## src/rtl/sr_ctrl_pkg.sv

```systemverilog
// Shared types for the SR flip-flop sequencer: FSM state encoding and op codes.
package sr_ctrl_pkg;

   typedef enum logic [1:0] {
      IDLE   = 2'd0,
      PULSE  = 2'd1,
      SETTLE = 2'd2,
      ACK    = 2'd3
   } state_e;

   localparam logic OP_SET = 1'b1;
   localparam logic OP_CLR = 1'b0;

endpackage

```

## src/rtl/rr_arbiter.sv

```systemverilog
// Combinational round-robin arbiter: first requester at or after ptr_i wins.
module rr_arbiter #(
   parameter int NREQ = 4,
   parameter int IW   = (NREQ > 1) ? $clog2(NREQ) : 1
) (
   input  logic [NREQ-1:0] req_i,
   input  logic [IW-1:0]   ptr_i,
   input  logic            gnt_en_i,
   output logic [NREQ-1:0] gnt_o,
   output logic [IW-1:0]   idx_o
);

   int            k;
   logic [IW-1:0] kk;
   logic          found;

   always_comb begin
      gnt_o = '0;
      idx_o = '0;
      found = 1'b0;
      k     = 0;
      kk    = '0;
      if (gnt_en_i) begin
         for (int i = 0; i < NREQ; i++) begin
            // Rotate the search origin to the pointer, wrapping without a modulo.
            k = int'(ptr_i) + i;
            if (k >= NREQ) k = k - NREQ;
            kk = IW'(k);
            if (!found && req_i[kk]) begin
               found     = 1'b1;
               gnt_o[kk] = 1'b1;
               idx_o     = kk;
            end
         end
      end
   end

endmodule

```

## src/rtl/sr_ff_sequencer.sv

```systemverilog
// Arbitrates set/clear requests onto one gated SR flip-flop, pulsing S or R with
// enable, waiting a settle time, then verifying the stored value via q_fb.
module sr_ff_sequencer
   import sr_ctrl_pkg::*;
#(
   parameter int NREQ          = 4,
   parameter int PULSE_CYCLES  = 2,
   parameter int SETTLE_CYCLES = 1
) (
   input  logic            clk,
   input  logic            rst,
   input  logic [NREQ-1:0] req,
   input  logic [NREQ-1:0] op,
   input  logic            q_fb,
   output logic            s,
   output logic            r,
   output logic            en,
   output logic [NREQ-1:0] ack,
   output logic            err,
   output logic            busy
);

   localparam int IW      = (NREQ > 1) ? $clog2(NREQ) : 1;
   localparam int CNT_MAX = (PULSE_CYCLES > SETTLE_CYCLES) ? PULSE_CYCLES : SETTLE_CYCLES;
   localparam int CW      = $clog2(CNT_MAX + 1);
   localparam logic [CW-1:0] PULSE_LD  = CW'(PULSE_CYCLES - 1);
   localparam logic [CW-1:0] SETTLE_LD = CW'(SETTLE_CYCLES - 1);

   state_e          state_q;
   logic [CW-1:0]   cnt_q;
   logic [IW-1:0]   idx_q, ptr_q, ptr_d, gnt_idx;
   logic [NREQ-1:0] gnt, ack_q;
   logic            op_q, chk_q, s_q, r_q, en_q, busy_q;
   logic            gnt_en;

   assign gnt_en = (state_q == IDLE);

   rr_arbiter #(.NREQ(NREQ), .IW(IW)) u_arb (
      .req_i    (req),
      .ptr_i    (ptr_q),
      .gnt_en_i (gnt_en),
      .gnt_o    (gnt),
      .idx_o    (gnt_idx)
   );

   // The winner drops to lowest priority for the next arbitration.
   always_comb begin
      ptr_d = (gnt_idx == IW'(NREQ - 1)) ? '0 : gnt_idx + 1'b1;
   end

   always_ff @(posedge clk) begin
      if (rst) begin
         state_q <= IDLE;
         cnt_q   <= '0;
         idx_q   <= '0;
         ptr_q   <= '0;
         op_q    <= OP_CLR;
         chk_q   <= 1'b0;
         s_q     <= 1'b0;
         r_q     <= 1'b0;
         en_q    <= 1'b0;
         ack_q   <= '0;
         busy_q  <= 1'b0;
      end else begin
         ack_q <= '0;
         case (state_q)
            IDLE: begin
               if (|gnt) begin
                  idx_q   <= gnt_idx;
                  op_q    <= op[gnt_idx];
                  s_q     <= (op[gnt_idx] == OP_SET);
                  r_q     <= (op[gnt_idx] == OP_CLR);
                  en_q    <= 1'b1;
                  busy_q  <= 1'b1;
                  ptr_q   <= ptr_d;
                  cnt_q   <= PULSE_LD;
                  state_q <= PULSE;
               end
            end
            PULSE: begin
               if (cnt_q == '0) begin
                  s_q     <= 1'b0;
                  r_q     <= 1'b0;
                  en_q    <= 1'b0;
                  cnt_q   <= SETTLE_LD;
                  state_q <= SETTLE;
               end else begin
                  cnt_q <= cnt_q - 1'b1;
               end
            end
            SETTLE: begin
               if (cnt_q == '0) begin
                  chk_q   <= q_fb;
                  ack_q   <= NREQ'(1) << idx_q;
                  state_q <= ACK;
               end else begin
                  cnt_q <= cnt_q - 1'b1;
               end
            end
            ACK: begin
               busy_q  <= 1'b0;
               cnt_q   <= '0;
               state_q <= IDLE;
            end
            default: state_q <= IDLE;
         endcase
      end
   end

   assign s    = s_q;
   assign r    = r_q;
   assign en   = en_q;
   assign ack  = ack_q;
   assign busy = busy_q;
   // err depends only on registers, so q_fb has no combinational path out.
   assign err  = (state_q == ACK) && (chk_q != op_q);

endmodule

```

## config.mk

```make
export PLATFORM = sky130hd
export DESIGN_NAME = sr_ff_sequencer
export DESIGN_NICKNAME = d
export VERILOG_FILES = /design/src/rtl/sr_ctrl_pkg.sv /design/src/rtl/rr_arbiter.sv /design/src/rtl/sr_ff_sequencer.sv
export SDC_FILE = /design/constraint.sdc
export NUM_CORES = 1
export LEC_CHECK = 0
export BUFFER_PORTS_ARGS = -buffer_cell sky130_fd_sc_hd__buf_4
export CORE_MARGIN = 3
export CORE_UTILIZATION = 58
export DETAILED_ROUTE_END_ITERATION = 6
export MAX_ROUTING_LAYER = met4
export PLACE_DENSITY = 0.86
export RECOVER_POWER = 50
export SLEW_MARGIN = 20
export SYNTH_ARGS = -nofsm -noshare
export SYNTH_HDL_FRONTEND = slang
export SYNTH_SLANG_ARGS = --single-unit
```

## constraint.sdc

```tcl
create_clock -name clk -period 7.5 [get_ports clk]
set_clock_uncertainty 0.15 [all_clocks]
set_input_delay 0.75 -clock clk [delete_from_list [all_inputs] [get_ports clk]]
set_output_delay 0.75 -clock clk [all_outputs]
set_load 0.1 [all_outputs]
```

Yosys cells after proc, flatten, opt, wreduce, memory -nomap -nowiden
Index checks and enable logic that the tools add are counted. W data, S select, Z words.

Register bits after elaboration: 18. Word-level logic and storage cells: 133.

Bitwise logic cells: 6. Magnitude comparators: 13. Mux-type cells: 61. Equality and inequality tests: 9. Shift-type cells: 1. Add/sub/neg operators: 9. Reductions and logical operators: 23.

Operators with widths (number): $mux W2 (19); $mux W4 (8); $mux W1 (19); $pmux W2 S4 (2); $lt A2 B3 Y1 const B (5); $or A4 B4 Y4 (3); $bmux W1 S2 (5); $sub A2 B1 Y2 const B (5); $ge A3 B3 Y1 const B (3); $demux W1 S2 (4); $ge A2 B1 Y1 const B (4); $logic_and A1 B1 Y1 (8); $pmux W1 S2 (4); $reduce_and A2 Y1 (4); $add A2 B2 Y3 const B (2); $eq A2 B2 Y1 const B (3); $ne A2 B2 Y1 const B (3); $reduce_and A3 Y1 (2); $logic_not A2 Y1 (2); $reduce_bool A2 Y1 (2); $reduce_or A4 Y1 (1); $shl A1 B2 Y4 const A (1); $add A2 B1 Y3 const B (1); $ge A2 B3 Y1 const B (1); 7 further kinds (11).

Longest topological paths before layout
Gate-level depths: netlist (run 1).

Depth after elaboration: 24. Depth in mapped cells: 11.

Hierarchy
Synthesis (run 1) repeated with hierarchy kept, for this count alone.

Cell total of the unflattened synthesis: 161. Area total of the unflattened synthesis: 1475.2 sq um.

By module, submodules not included: sr_ff_sequencer (instances 1, sequential area each 360.3 sq um, cells each 100, area each 964.7 sq um); rr_arbiter (instances 1, sequential area each 0.0 sq um, cells each 61, area each 510.5 sq um).

Worst setup path after synthesis (run 1)
No wires, ideal clock.

Path kind: reg2reg. Start point: register ptr_q[1]. End point: register s_q, in the netlist s. Setup slack: 4573 ps. Buffers on the path: 1. Clock period less this slack: 2927 ps. Arrival: 2658 ps. Cell stages (with the launch flop): 11. Path through: dfxtp_1 clkbuf_1 inv_1 ha_1 mux4_2 a211oi_1 a211oi_1 and3_1 a22oi_2 o311ai_1 a22o_1.

Cells in the longest elaborated chain, start to end: 23.

RTL lines: start, declared (RTL line sr_ff_sequencer.sv:31) `logic [IW-1:0] idx_q, ptr_q, ptr_d, gnt_idx;`; start signal, assigned (RTL line sr_ff_sequencer.sv:75) `ptr_q <= ptr_d;`; branches (longest 23 deep; another with $add A2 B1 Y3); end signal, assigned (RTL line sr_ff_sequencer.sv:71) `s_q <= (op[gnt_idx] == OP_SET);`; end, declared (RTL line sr_ff_sequencer.sv:33) `logic op_q, chk_q, s_q, r_q, en_q, busy_q;`.

Several ways; the timed one is not identified. The select of a mux whose other input is x is not followed. A chain may end at the register's enable or synchronous reset.

Final worst setup path (run 1)
Start point: register ptr_q[0]. End point: register r_q, in the netlist r.

Cells in the longest elaborated chain, start to end: 24.

RTL lines: branches (longest 24 deep; another with $add A2 B1 Y3); end signal, assigned (RTL line sr_ff_sequencer.sv:72) `r_q <= (op[gnt_idx] == OP_CLR);`; end, declared (RTL line sr_ff_sequencer.sv:33).

Several ways; the timed one is not identified. The select of a mux whose other input is x is not followed.

==> results of run 1 <==
## registers in the layout (all words and copies together) (netlist names)
name,cells
chk_q,1
s,1
state_q,2
busy,1
idx_q,2
ptr_q,2
r,1
ack,4
cnt_q,2
en,1
op_q,1
## area by class of cell
cell class | instances | area [sq um]
multi-input cells | 107 | 837
flip-flops and latches | 18 | 360
well taps | 27 | 33.8
inverters | 8 | 30.0
clock buffers | 4 | 36.3
repair buffers | 19 | 113
fillers | 162 | 592
## cell usage after synthesis (3+ instances only)
cell type | instances | area share [%]
nor4_1 | 3 | 1.5
mux2i_1 | 3 | 2.4
nor2_1 | 17 | 5.1
nand2_1 | 11 | 3.3
dfxtp_1 | 18 | 29
a211oi_1 | 5 | 3.0
ha_1 | 16 | 16
a21oi_1 | 7 | 2.8
clkbuf_1 | 3 | 0.90
inv_1 | 8 | 2.4
o21ai_0 | 4 | 1.6
nand3_1 | 3 | 1.2
## metrics by stage
step	hold slack [ns]	util (%)	cell area, sq um	worst slack, ns
floorplan	0.284	-	1250	4.57
global placement	0.305	70.1	1400	4.13
detailed placement	0.309	70.1	1400	3.95
CTS	0.333	71.9	1440	3.93
global route	0.348	70.4	1410	3.55
finish	0.330	70.4	1410	3.91
## cell families after synthesis
family | after synthesis
AO/OA/AOI/OAI | 31
XOR/XNOR | 2
adder cells (fa/ha/maj) | 16
buffers and inverters | 13
flip-flops | 18
multiplexers | 8
AND/OR/NAND/NOR | 50
## critical path, stage by stage (launching register included)
cell and delay (ns):
dfxtp_1 0.69, inv_1 0.25, ha_1 0.47, mux4_2 0.55
nor2b_1 0.15, nor2_1 0.07, o22ai_1 0.29, and2_1 0.40
nor3b_1 0.31, a32o_1 0.20
## layer usage
layer  vias up  wire [um]  global-route usage (%)
li1        537          -                       -
met1       498       1150                    25.3
met2        39       1180                    32.9
met3         4        194                    5.98
met4         0         11                    5.11
met5         -          0                       -
## power breakdown
group	internal (uW)	leakage, uW	switching, uW	total [uW]
registers	121	0.000148	30.1	151
logic	127	0.000409	222	349
clock network	29.6	0.0000210	29.8	59.4
total	277	0.000577	282	559
## how the worst max path moves through the flow
| stage | from | to | cells past startpoint |
|---|---|---|---|
| 2_1_floorplan | ptr_q[1] | s | 10 |
| 3_3_place_gp | ptr_q[0] | r | 9 |
| 3_5_place_dp | ptr_q[0] | r | 9 |
| 4_1_cts | ptr_q[0] | r | 9 |
| 5_1_grt | ptr_q[0] | r | 9 |
| 6_report | ptr_q[0] | r | 9 |
==> qor.yml, run 1 <==
routing:
  viasPerCell: 5.89
  drt_iter0_markers: 33
  final_antenna_net_count: 0
  firstDrtPassIters: 4
  drc: 0
  wl_per_cell_um: 13.8
  drt-total-wl_um: 2530
  num_vias: 1078
min_path:
  min_path_type: "flop to flop"
  hold_depth: 2
  min_to: "ack[2]"
  holdCritStartpoint: "idx_q[1]"
synth:
  synth_edf_count: 0
  netlist_area_sq_um: 1250
  synth_cell_types: 46
  synthFlopType: "dfxtp_1"
  synth_nets: 165
  yosys_warnings: 0
  synth_area_per_cell_sq_um: 9.09
  ys_seq_area_share_pct: 28.7
  synth_fa_ha_area_share_pct: 16.0
  synth_compound_area_share_pct: 18.2
  synth_xor_area_share_pct: 1.40
  syn_inst: 138
  synth-simple-area-share_pct: 20.0
  ys_ff_latch: 18
  async_flop_share_pct: 0
  synth_top_family_by_area: "simple AND/OR/NAND/NOR gates"
  synthMuxAreaShare_pct: 11.1
clock_tree:
  cts_resized: 0
  root_buffer: "clkbuf_4"
  hold_buffers: 0
  cts_sinks: 18
  cts_tree: "done"
  cts.clk_slew.worst_paths_ns: 0.10
  cts_max_level: 1
  clock_path_buffers: 2
  cts_setup_buffers: 0
  cts_buffers: 3
  clk_latency_ns: 0.29
layout:
  layout_commonest_cell: "dfxtp_1"
  area_delta_synth_final_pct: 12.4
  diodes: 0
  drive_gt1_share_pct: 16.0
  fin_nets: 184
  layout_common_cells: "18 x dfxtp_1, 17 x nor2_1, 16 x ha_1"
  instances_no_fill: 183
global_route:
  overflow: 0
  grt_max_degree: 17
  antenna_found_initial: 0
  grt.total_usage_pct: 20.5
  grt_pass1_vias: 958
  grt_pass1_wl_um: 4110
critical_path:
  reg2reg_slack_ns: 3.91
  crit_path_end_kind: "flop"
  required_ns: 7.60
  arrival_ns: 3.69
  start_kind: "flop"
  timing.rr.start: "ptr_q[0]"
  r2r_end: "r"
  crit_type: "flop to flop"
  reg2reg_depth: 9
  worstPathMaxFanout: 16
timing:
  layout_min_cycle_time_ns: 3.59
  worst_pin_slew_ns: 1.17
  fin_tns_setup_ns: 0
  drv_slew: 0
  post-route-period-util_pct: 47.9
  hold_viol_final: 0
  rsz0062_at_grt: "false"
  timing.fmax_mhz: 278
  relSlewSlack_pct: 22.5
  setup-violations-final: 0
floorplan:
  start_util_pct: 62.7
  core-area_sq_um: 2000
  die_h_um: 52.5
  fp.dieArea_sq_um: 2760
  row_count: 16
  io_pins: 20
  dieWidth_um: 52.5
run_status:
  outcome: "finished clean"
power:
  p_leak_uw: 0.000577
  fin_total_pwr_uw: 559
  ir_worst_vdd_mv: 0.280
  p_per_area_nw_per_um2: 397
flow_run:
  maxCapViolCount: 0
place:
  gp_congestion: 0.803
  io_buffer_count: 19
  place_hpwl_um: 1870
  dp.cells: 179
(Power assumes the default switching activity.)
==> inputs of run 2 (changes only) <==
- ABC_AREA: unset -> 1
- CORE_ASPECT_RATIO: unset -> 1.75
- CORE_UTILIZATION: 58 -> 56
- PLACE_DENSITY: 0.86 -> 0.83
- clock period: 7.5 -> 3.6 ns (I/O delays scaled with it)
==> qor.yml, run 2 <==
run_status:
  outcome: "finished clean"
timing:
  rsz0062_at_grt: "false"
  setup_ws_ns: 1.02  # -2.88 ns
  timing.fmax_mhz: 388  # +39%
  setup-violations-final: 0  # unchanged
  relSlewSlack_pct: 22.0  # -0.45 points
  post-route-period-util_pct: 71.6  # +24 points
  hold_viol_final: 0  # unchanged
  fin_tns_setup_ns: 0  # unchanged
  hold_slack_ns: 0.182  # -0.148 ns
  worst_pin_slew_ns: 1.17  # +0.00674 ns
  drv_slew: 0  # unchanged
  layout_min_cycle_time_ns: 2.58  # -1.02 ns
clock_tree:
  clk_latency_ns: 0.26  # -0.03 ns
  root_buffer: "clkbuf_8"
  cts.clk_slew.worst_paths_ns: 0.07  # -0.03 ns
  cts_resized: 0  # unchanged
  hold_buffers: 0  # unchanged
  cts_buffers: 3  # unchanged
  cts_tree: "done"
  cts_setup_buffers: 0  # unchanged
  cts_sinks: 18  # unchanged
  clock_path_buffers: 2  # unchanged
  cts_max_level: 1  # unchanged
global_route:
  overflow: 0  # unchanged
  antenna_found_initial: 0  # unchanged
  grt_max_degree: 12  # -5
  grt.total_usage_pct: 21.5  # +1.0 points
  grt_pass1_vias: 1250  # +30%
  grt_pass1_wl_um: 4950  # +21%
floorplan:
  io_pins: 20  # unchanged
  row_count: 23  # +7
  dieWidth_um: 43.3  # -18%
  core-area_sq_um: 2300  # +15%
  fp.dieArea_sq_um: 3080  # +12%
  start_util_pct: 59.1  # -3.6 points
  die_h_um: 71.2  # +36%
critical_path:
  start_kind: "flop"
  crit_chain: "inv_2 > ha_1 > inv_1 > nand3_2 > nand2_4 > inv_2 > nand2_2 > nand3b_1 > nand2_2 > nand2_4 > nand2_4 > nand2_2 > o21ai_0 > nor2_1"
  crit_path_end_kind: "flop"
  crit_type: "flop to flop"
  path_delay_family: "simple AND/OR/NAND/NOR gates"
  required_ns: 3.60  # -4.00 ns
  arrival_ns: 2.58  # -1.11 ns
  cp_slowest_cell: "dfxtp_1"
  slowest_delay_ns: 0.56  # -0.13 ns
  worstPathMaxFanout: 11  # -5
  worst-path-buf-inv: 3  # +2
synth:
  synth_edf_count: 0  # unchanged
  syn_inst: 187  # +36%
  synthFlopType: "dfxtp_1"
  synth_area_leaders: "dfxtp_1 26%, ha_1 15%, nand2_1 8.6%"
  async_flop_share_pct: 0  # unchanged
  netlist_area_sq_um: 1360  # +8.4%
  yosysTopAreaCellShare_pct: 26.5  # -2.2 points
  netlist_top_cells_count: "31 x nand2_1, 26 x inv_1, 19 x nor2_1, 18 x dfxtp_1, 18 x nand3_1"
  ys_ff_latch: 18  # unchanged
  synth_cell_types: 29  # -37%
  yosys_warnings: 0  # unchanged
  synth_area_per_cell_sq_um: 7.27  # -20%
  yosysTopAreaCell: "dfxtp_1"
  synth.most_common_cell: "nand2_1"
  ys_seq_area_share_pct: 26.5  # -2.2 points
  synth_nets: 214  # +30%
routing:
  drc: 0  # unchanged
  drt_iter0_markers: 30  # -9.1%
  drt-total-wl_um: 2920  # +15%
  final_antenna_net_count: 0  # unchanged
  firstDrtPassIters: 6  # +2
  viasPerCell: 5.48  # -7.0%
  num_vias: 1277  # +18%
  wl_per_cell_um: 12.5  # -9.6%
place:
  preCtsSetupSlack_ns: 1.05  # -2.91 ns
  io_buffer_count: 19  # unchanged
  gp_congestion: 0.921  # +15%
  place_hpwl_um: 2350  # +26%
flow_run:
  maxCapViolCount: 0  # unchanged
layout:
  layout_common_cells: "31 x nand2_1, 26 x inv_1, 19 x nor2_1"
  diodes: 0  # unchanged
  layout_commonest_cell: "nand2_1"
  area_delta_synth_final_pct: 13.8
  drive_gt1_share_pct: 24.0  # +8.0 points
  largest_reg_flops: 4  # unchanged
  fin_nets: 236  # +28%
min_path:
  min_path_type: "input port to flop"
-- run 2: logic make-up (layout without fill, tap and decap cells) --
family | after synthesis | in the layout | share of synthesized area (%)
flops | 18 | 18 | 26.5
fa+ha+maj | 16 | 16 | 14.7
compound gates | 21 | 21 | 10.4
simple gates | 100 | 100 | 39.3
buf+inv | 32 | 53 | 9.11
-- run 2: path summary, 6_finish.rpt --
| check | endpoint | slack (ns) | cells after the start | startpoint |
|---|---|---|---|---|
| worst max register to register | state_q[0] | 1.02 | 14 | ptr_q[0] |
| worst min register to register | en | 0.31 | 2 | en |
| worst max-delay path | state_q[0] | 1.02 | 14 | ptr_q[0] |
| worst min-delay path | r | 0.18 | 2 | rst |
-- run 2: routing by layer --
layer	share of wire, %	track usage (%)	vias to the layer above
met4	7.1	18.1	0
met3	2.8	1.53	20
li1	-	-	638
met5	0	-	-
met1	33	19.6	585
met2	57	38.1	34
-- run 2: layout make-up --
| type | instances | area [sq um] |
|---|---|---|
| tap | 25 | 31.3 |
| clock buffer | 4 | 55.1 |
| timing repair buffer | 19 | 113 |
| multi-input combinational | 137 | 876 |
| inverter | 30 | 113 |
| sequential | 18 | 360 |
| fill | 207 | 754 |
-- run 2: through the flow --
stage / util (%) / cells / instance area (sq um)
after floorplan: - / 187 / 1360
final: 67.2 / 233 / 1550
after global placement: 66.1 / 229 / 1520
after global routing: 67.2 / 233 / 1550
after CTS: 68.5 / 233 / 1580
after detailed placement: 66.1 / 229 / 1520
Power of run 2 is not shown: default switching activity piles up to over one toggle a cycle in this logic, so the estimate is an artifact.
